<file path="src/rtl/nrzi_rx_decoder.sv">
// NRZI receive decoder: destuffs, hunts for SYNC and assembles bytes LSB-first.
// Optional byte counter port/logic enabled by defining NRZI_RX_BYTE_COUNT_EN.
module nrzi_rx_decoder #(
    parameter int         STUFF_LEN = 6,
    parameter logic [7:0] SYNC      = 8'h80
) (
    input  logic                                clk,
    input  logic                                rst,
    input  logic                                bit_en,
    input  logic                                line_in,
    output logic [7:0]                          data_out,
    output logic                                data_valid,
    output logic                                frame_active,
    output logic                                frame_done,
    output logic                                frame_err,
`ifdef NRZI_RX_BYTE_COUNT_EN
    output logic [7:0]                          byte_count,
`endif
    output logic                                dbg_state,
    output logic [$clog2(STUFF_LEN + 2)-1:0]    dbg_ones_cnt
);

    localparam int OW = $clog2(STUFF_LEN + 2);
    localparam logic [OW-1:0] ONES_STUFF = OW'(STUFF_LEN);
    localparam logic [OW-1:0] ONES_SAT   = OW'(STUFF_LEN + 1);

    localparam logic [0:0] ST_HUNT = 1'b0;
    localparam logic [0:0] ST_DATA = 1'b1;

    logic [0:0]    state_q, state_d;
    logic          prev_line_q, prev_line_d;
    logic [7:0]    sync_q, sync_d;
    logic [7:0]    byte_q, byte_d;
    logic [2:0]    bit_cnt_q, bit_cnt_d;
    logic [OW-1:0] ones_cnt_q, ones_cnt_d;
    logic [7:0]    data_out_q, data_out_d;
    logic          data_valid_q, data_valid_d;
    logic          frame_done_q, frame_done_d;
    logic          frame_err_q, frame_err_d;
    logic [7:0]    byte_count_q, byte_count_d;

    logic          dec_bit;
    logic [OW-1:0] ones_next;

    // No transition on the line decodes as 1, a transition as 0.
    assign dec_bit   = (line_in == prev_line_q);
    assign ones_next = dec_bit ? ((ones_cnt_q == ONES_SAT) ? ONES_SAT : ones_cnt_q + 1'b1)
                               : '0;

    always_comb begin
        state_d      = state_q;
        prev_line_d  = prev_line_q;
        sync_d       = sync_q;
        byte_d       = byte_q;
        bit_cnt_d    = bit_cnt_q;
        ones_cnt_d   = ones_cnt_q;
        data_out_d   = data_out_q;
        byte_count_d = byte_count_q;
        data_valid_d = 1'b0;
        frame_done_d = 1'b0;
        frame_err_d  = 1'b0;

        if (bit_en) begin
            prev_line_d = line_in;
            if (state_q == ST_HUNT) begin
                sync_d     = {dec_bit, sync_q[7:1]};
                ones_cnt_d = ones_next;
                if (sync_d == SYNC) begin
                    state_d      = ST_DATA;
                    bit_cnt_d    = 3'd0;
                    ones_cnt_d   = '0;
                    byte_d       = 8'd0;
                    byte_count_d = 8'd0;
                end
            end else begin
                if (ones_cnt_q == ONES_STUFF && !dec_bit) begin
                    ones_cnt_d = '0;
                end else if (ones_cnt_q == ONES_STUFF && dec_bit) begin
                    // A run of STUFF_LEN+1 ones can only be end-of-frame.
                    frame_done_d = 1'b1;
                    frame_err_d  = (bit_cnt_q != 3'd0);
                    state_d      = ST_HUNT;
                    sync_d       = 8'd0;
                    ones_cnt_d   = '0;
                end else begin
                    byte_d     = {dec_bit, byte_q[7:1]};
                    bit_cnt_d  = bit_cnt_q + 3'd1;
                    ones_cnt_d = ones_next;
                    if (bit_cnt_q == 3'd7) begin
                        data_out_d   = byte_d;
                        data_valid_d = 1'b1;
                        if (byte_count_q != 8'hFF) begin
                            byte_count_d = byte_count_q + 8'd1;
                        end
                    end
                end
            end
        end
    end

    always_ff @(posedge clk) begin
        if (rst) begin
            state_q      <= ST_HUNT;
            prev_line_q  <= 1'b1;
            sync_q       <= 8'd0;
            byte_q       <= 8'd0;
            bit_cnt_q    <= 3'd0;
            ones_cnt_q   <= '0;
            data_out_q   <= 8'd0;
            data_valid_q <= 1'b0;
            frame_done_q <= 1'b0;
            frame_err_q  <= 1'b0;
            byte_count_q <= 8'd0;
        end else begin
            state_q      <= state_d;
            prev_line_q  <= prev_line_d;
            sync_q       <= sync_d;
            byte_q       <= byte_d;
            bit_cnt_q    <= bit_cnt_d;
            ones_cnt_q   <= ones_cnt_d;
            data_out_q   <= data_out_d;
            data_valid_q <= data_valid_d;
            frame_done_q <= frame_done_d;
            frame_err_q  <= frame_err_d;
            byte_count_q <= byte_count_d;
        end
    end

    assign data_out     = data_out_q;
    assign data_valid   = data_valid_q;
    assign frame_active = (state_q == ST_DATA);
    assign frame_done   = frame_done_q;
    assign frame_err    = frame_err_q;
    assign dbg_state    = state_q[0];
    assign dbg_ones_cnt = ones_cnt_q;
`ifdef NRZI_RX_BYTE_COUNT_EN
    assign byte_count   = byte_count_q;
`else
    logic unused_byte_count;
    assign unused_byte_count = ^byte_count_q;
`endif

endmodule

</file>
<file path="config.mk">
export PLATFORM = sky130hd
export DESIGN_NAME = nrzi_rx_decoder
export DESIGN_NICKNAME = d
export VERILOG_FILES = /design/src/rtl/nrzi_rx_decoder.sv
export SDC_FILE = /design/constraint.sdc
export NUM_CORES = 1
export LEC_CHECK = 0
export ABC_AREA = 1
export CORE_ASPECT_RATIO = 0.5
export CORE_MARGIN = 5
export CORE_UTILIZATION = 30
export DETAILED_ROUTE_END_ITERATION = 6
export GPL_TIMING_DRIVEN = 0
export SLEW_MARGIN = 25
export SYNTH_ARGS = -nofsm -noshare
export SYNTH_HDL_FRONTEND = slang
export SYNTH_SLANG_ARGS = --single-unit
export TNS_END_PERCENT = 30
</file>
<file path="constraint.sdc">
create_clock -name clk -period 1.7 [get_ports clk]
set_clock_uncertainty 0.1 [all_clocks]
set_input_delay 0.425 -clock clk [delete_from_list [all_inputs] [get_ports clk]]
set_output_delay 0.425 -clock clk [all_outputs]
set_load 0.005 [all_outputs]
</file>
# --- After elaboration in Yosys (flattened, before gate mapping) ---
# Cells that the tools add are included.
word_totals:
  register_bits: 35
  inputBits: 4
  output_inout_bits: 16
  word_cells: 58
op_classes:
  add_sub_neg: 2
  n_eq_ne: 8
  n_mux: 23
  bitwise_logic: 4
  n_reduce_logical: 11
op_table:
  columns: ["operator", "n"]
  rows:
  - ["2-to-1 mux 8 bit", 7]
  - ["2-to-1 mux 3 bit", 10]
  - ["OR reduction 5 bit", 2]
  - ["equality test 3 bit (second input constant)", 3]
  - ["equality test 8 bit (second input constant)", 1]
  - ["adder 3 x 1 -> 3 bit (second input constant)", 2]
  - ["2-to-1 mux 1 bit", 6]
  - ["AND reduction 5 bit", 1]
  - ["inequality test 2 bit (second input constant)", 2]
  - ["NOT 1 bit", 4]
  - ["AND reduction 4 bit", 1]
  - ["OR reduction 4 bit", 1]
  - ["AND reduction 3 bit", 1]
  - ["nonzero test 3 bit", 1]
  - ["logical AND 1 bit", 2]
  - ["inequality test 2 x 1 -> 1 bit (second input constant)", 1]
  - ["nonzero test 2 bit", 1]
  - ["equality test 1 bit", 1]
  - ["zero test 1 bit", 1]

# --- Longest topological paths before layout ---
depth:
  depth_word: 6
  depth_mapped: 10
  depth_no_buf: 10

# --- Worst setup path after synthesis ---
# Ideal clock, no wire load.
synth_path:
  kind: "register to register"
  startpoint: "register ones_cnt_q[0] (netlist: dbg_ones_cnt[0])"
  endpoint: "register byte_q[2]"
  setup_time_ps: 113
  arrival_time_ps: 1336
  path_slack_ps: 150
  path_stages_with_launch: 11
  n_path_buf: 1
  cell_sequence: "dfxtp_1 -> inv_1 -> ha_1 -> nand2_2 -> nand3b_1 -> nand2_2 -> nand2_4 -> buf_12 -> nand3_4 -> nand2_2 -> nor2_2"
synth_via:
  elab_chain_cells: 4
  word_cells_on_any_way: 6
synth_rtl:
  columns: ["item", "line_no", "text"]
  rows:
  - ["from (decl)", "35", "logic [OW-1:0] ones_cnt_q, ones_cnt_d;"]
  - ["from (signal assigned)", "120", "ones_cnt_q <= ones_cnt_d;"]
  - ["equality test 3 bit *", "76, 78", null]
  - ["logical AND 1 bit, on equally long branches", "78, 76", null]
  - ["inequality test 2 bit (no line)", null, null]
  - ["AND reduction 4 bit (no line) *", null, null]
  - ["to (signal assigned)", "118", "byte_q <= byte_d;"]
  - ["to (decl)", "33", "logic [7:0] byte_q, byte_d;"]
# Every way passes the cells marked *; elsewhere a longest branch is shown, timed or not.
# A chain may end at the register's enable or synchronous reset.

# --- Worst setup path in the final report ---
layout_path:
  startpoint: "register ones_cnt_q[0] (netlist: dbg_ones_cnt[0])"
  endpoint: "output port dbg_ones_cnt[0]"
layout_lines:
  columns: ["item", "line_no", "text"]
  rows:
  - ["to (decl)", "20", "output logic [$clog2(STUFF_LEN + 2)-1:0] dbg_ones_cnt"]
# No word-level cell between the ends.

==> results.md <==
- Filler cells: 502
- CP Buf/Inv Count: 1
- DR vias/cell: 4.35
- Synth Register Bits: 33
- Leak: 0.894 nW
- Clock-pin slew on the worst setup and hold paths: 0.07 ns
- Startpoint types: register
- GP Congestion: 0.757
- Num ports: 20
- Hold path depth: 2
- Critical path origin: dbg_ones_cnt[0]
- DP Cell Count: 283
- Slowest cell on crit path: clkdlybuf4s50_1
- H-tree depth: 2
- Post-DR wirelength/cell: 10.8 um
- Final setup vio count: 0
- Max Slew Vio Count: 0
- Clock Sinks: 33
- GRT Total Usage: 9.89%
- Fin worst setup slack: 0.0266 ns
- Max Root-Sink Buffers: 2
- Worst R2R Path Depth: 9
- Post-synthesis cell area: 1540 um2
- Arrival @ worst endpoint: 1.15 ns
- CP endpoint: dbg_ones_cnt[0]
- Drt pass-1 iters: 3
- Global-route wire length before repair: 5370 um
- Diodes inserted: 0
- Grt ovf: 0
- Inserted Clock Buffers: 5
- Worst slew pin tran: 0.450 ns
- Final WL: 3210 um
- CP top delay family: buffers and inverters
- Util after Layout: 40.0%
- CP required: 1.17 ns
- Synth Net Count: 204
- Tcrit/Tclk final: 98.4%
- Worst skew pair latency: 0.29 ns
- Total Die Area: 6770 um2
- VDD IR-drop max: 0.000311 V
- Dpl hpwl: 2220 um
- Pre-CTS WS: -0.356 ns
- Initial antenna violation count: 0
- Share of cells above drive strength 1: 23.0%
- Worst-path maximum fanout: 5
- Final net count: 234
- Area growth syn-to-layout: 28.4%
- WS Path Type: reg2out
- Critical path depth: 1
- Antenna-violating nets left: 0
- Worst Hold Class: reg2reg
- Synth unique cells: 28
- Critical Path Max Stage Delay: 0.51 ns
- Number of global-route vias before repair: 1267
- Pwr dens: 913 nW/um2
- Die Span Y: 60.7 um
- Initial DRC count: 31
- Rel. slew slack: 70.0%
- Die Span X: 111 um
- Avg Cell Area, Syn: 7.92 um2
- Area of the core: 4950 um2
- R2r setup slk: 0.05 ns
- CP cell instances: clkdlybuf4s50_1
- Register area share after synthesis: 42.8%
- Status: complete, no violations
- Vias: 1289
- Post-route DRC violation count: 0
- Worst r2r dst: byte_q[1]
- Mapped Cells: 195
- Max Clk Rate: 0.598 GHz
- Root buf cell: clkbuf_8
- CTS tree: yes
- Hold Vio Cnt, Final: 0
- Initial Utilization: 31.2%
- IO Port Bufs: 18
- RSZ-0062 raised after global routing: true
- Crit Reg-Reg Startpoint: dbg_ones_cnt[0]
- Warnings, synthesis: 0
- Max Cap Viol: 0
- Largest net degree at the start of global routing: 11
- Final cell count without fillers: 296
- Floorplan row count: 18
- Crit end category: output port
- Crit path time final: 1.67 ns
## repair_timing
item                       4_1_cts  5_1_grt
pin swaps                        0        3
hold endpoints to repair         0        0
hold buffers                     0        0
cloned                           0        2
setup buffers                    1        2
resized for setup                7        5
setup endpoints to repair        8       14
## layer usage
layer	vias up	part of all wire, %	global-route usage [%]
met5	-	0	0
met4	0	1.3	4.68
met3	6	2.4	2.59
met2	11	51	18.9
met1	592	45	10.7
li1	680	-	-
## worst min-delay path, delay by kind of cell, from the launching register on
family          cells  cell delay (ns)
flops               1             0.31
compound gates      1             0.05
simple gates        1             0.06
## cell type report
type / count / area [um2] / share of cell area [%]
Buffer: 8 / 86.3 / 4.36
Multi-Input combinational cell: 139 / 744 / 37.6
Inverter: 16 / 61.3 / 3.09
Tap cell: 70 / 87.6 / 4.42
Clock inverter: 1 / 5.00 / 0.253
Sequential cell: 33 / 668 / 33.7
Timing Repair Buffer: 22 / 233 / 11.7
Clock buffer: 7 / 96.3 / 4.86
## how the worst min path moves through the flow
stage / startpoint / slack (ns) / endpoint
floorplan: sync_q[1] / 0.34 / sync_q[1]
global placement: sync_q[1] / 0.35 / sync_q[1]
detailed placement: sync_q[1] / 0.36 / sync_q[1]
CTS: sync_q[1] / 0.37 / sync_q[1]
global route: sync_q[1] / 0.40 / sync_q[1]
finish: sync_q[1] / 0.37 / sync_q[1]
## cells by family after synthesis
kind of cell    Yosys count  share of synthesized area (%)
compound gates           36                           14.7
buf+inv                  24                           9.40
flops                    33                           42.8
simple gates             97                           29.0
fa+ha+maj                 5                           4.05
## sequential cells by signal, summed over array words and instances (netlist names)
| name | flops |
|---|---|
| bit_cnt_q | 3 |
| byte_q | 7 |
| data_out | 8 |
| data_valid | 1 |
| dbg_ones_cnt | 3 |
| dbg_state | 1 |
| frame_done | 1 |
| frame_err | 1 |
| prev_line_q | 1 |
| sync_q | 7 |
## cell usage after synthesis
library cell / instances / share of area [%]
nor2_2: 3 / 1.2
buf_6: 2 / 1.5
buf_12: 2 / 2.6
o21ai_2: 1 / 0.57
o21a_1: 1 / 0.49
inv_1: 13 / 3.2
clkbuf_1: 1 / 0.24
nor3_1: 2 / 0.65
dfxtp_1: 33 / 43
clkinv_2: 1 / 0.32
nor2_4: 1 / 0.73
nor2_1: 30 / 7.3
buf_2: 2 / 0.65
a21oi_2: 8 / 4.5
nand2_4: 2 / 1.5
nand3_1: 8 / 2.6
a21oi_4: 1 / 1.1
nand3_2: 1 / 0.65
buf_4: 1 / 0.49
o21ai_0: 11 / 3.6
ha_1: 5 / 4.1
o21ai_1: 1 / 0.32
inv_2: 2 / 0.49
nand3_4: 1 / 1.1
nand3b_1: 1 / 0.49
nand2_2: 7 / 2.8
a21oi_1: 13 / 4.2
nand2_1: 41 / 10
## where the power goes
part,internal (W),total [W],switching (W)
combinational,0.000143,0.000317,0.000174
clock,0.000366,0.000655,0.000289
sequential,0.000809,0.000838,0.0000292
total,0.00132,0.00181,0.000492
## stage by stage
step | instance area, um2 | total power (W) | setup TNS, ns | hold WS [ns]
finish | 1980 | 0.00181 | 0 | 0.370
global route | 1980 | 0.00190 | -0.00684 | 0.395
CTS | 1930 | 0.00180 | 0 | 0.373
detailed placement | 1810 | 0.00114 | -5.28 | 0.363
global placement | 1810 | 0.00113 | -4.79 | 0.348
floorplan | 1540 | 0.00107 | 0 | 0.341
## cell usage in the layout (no fill, tap or decap), types with 2 or more instances in the layout
cell type	n
nand2_1	41
nor2_1	30
dfxtp_1	29
inv_1	13
a21oi_1	13
clkdlybuf4s50_1	13
o21ai_0	11
nand2_2	8
a21oi_2	8
nand3_1	8
clkbuf_8	7
buf_4	5
ha_1	5
nor2_2	3
dfxtp_2	3
dlymetal6s2s_1	3
buf_6	2
nand2_4	2
clkinv_2	2
inv_2	2
buf_12	2
nor3_1	2
dlygate4sd2_1	2
No activity file was read; power rests on OpenSTA's default activity.
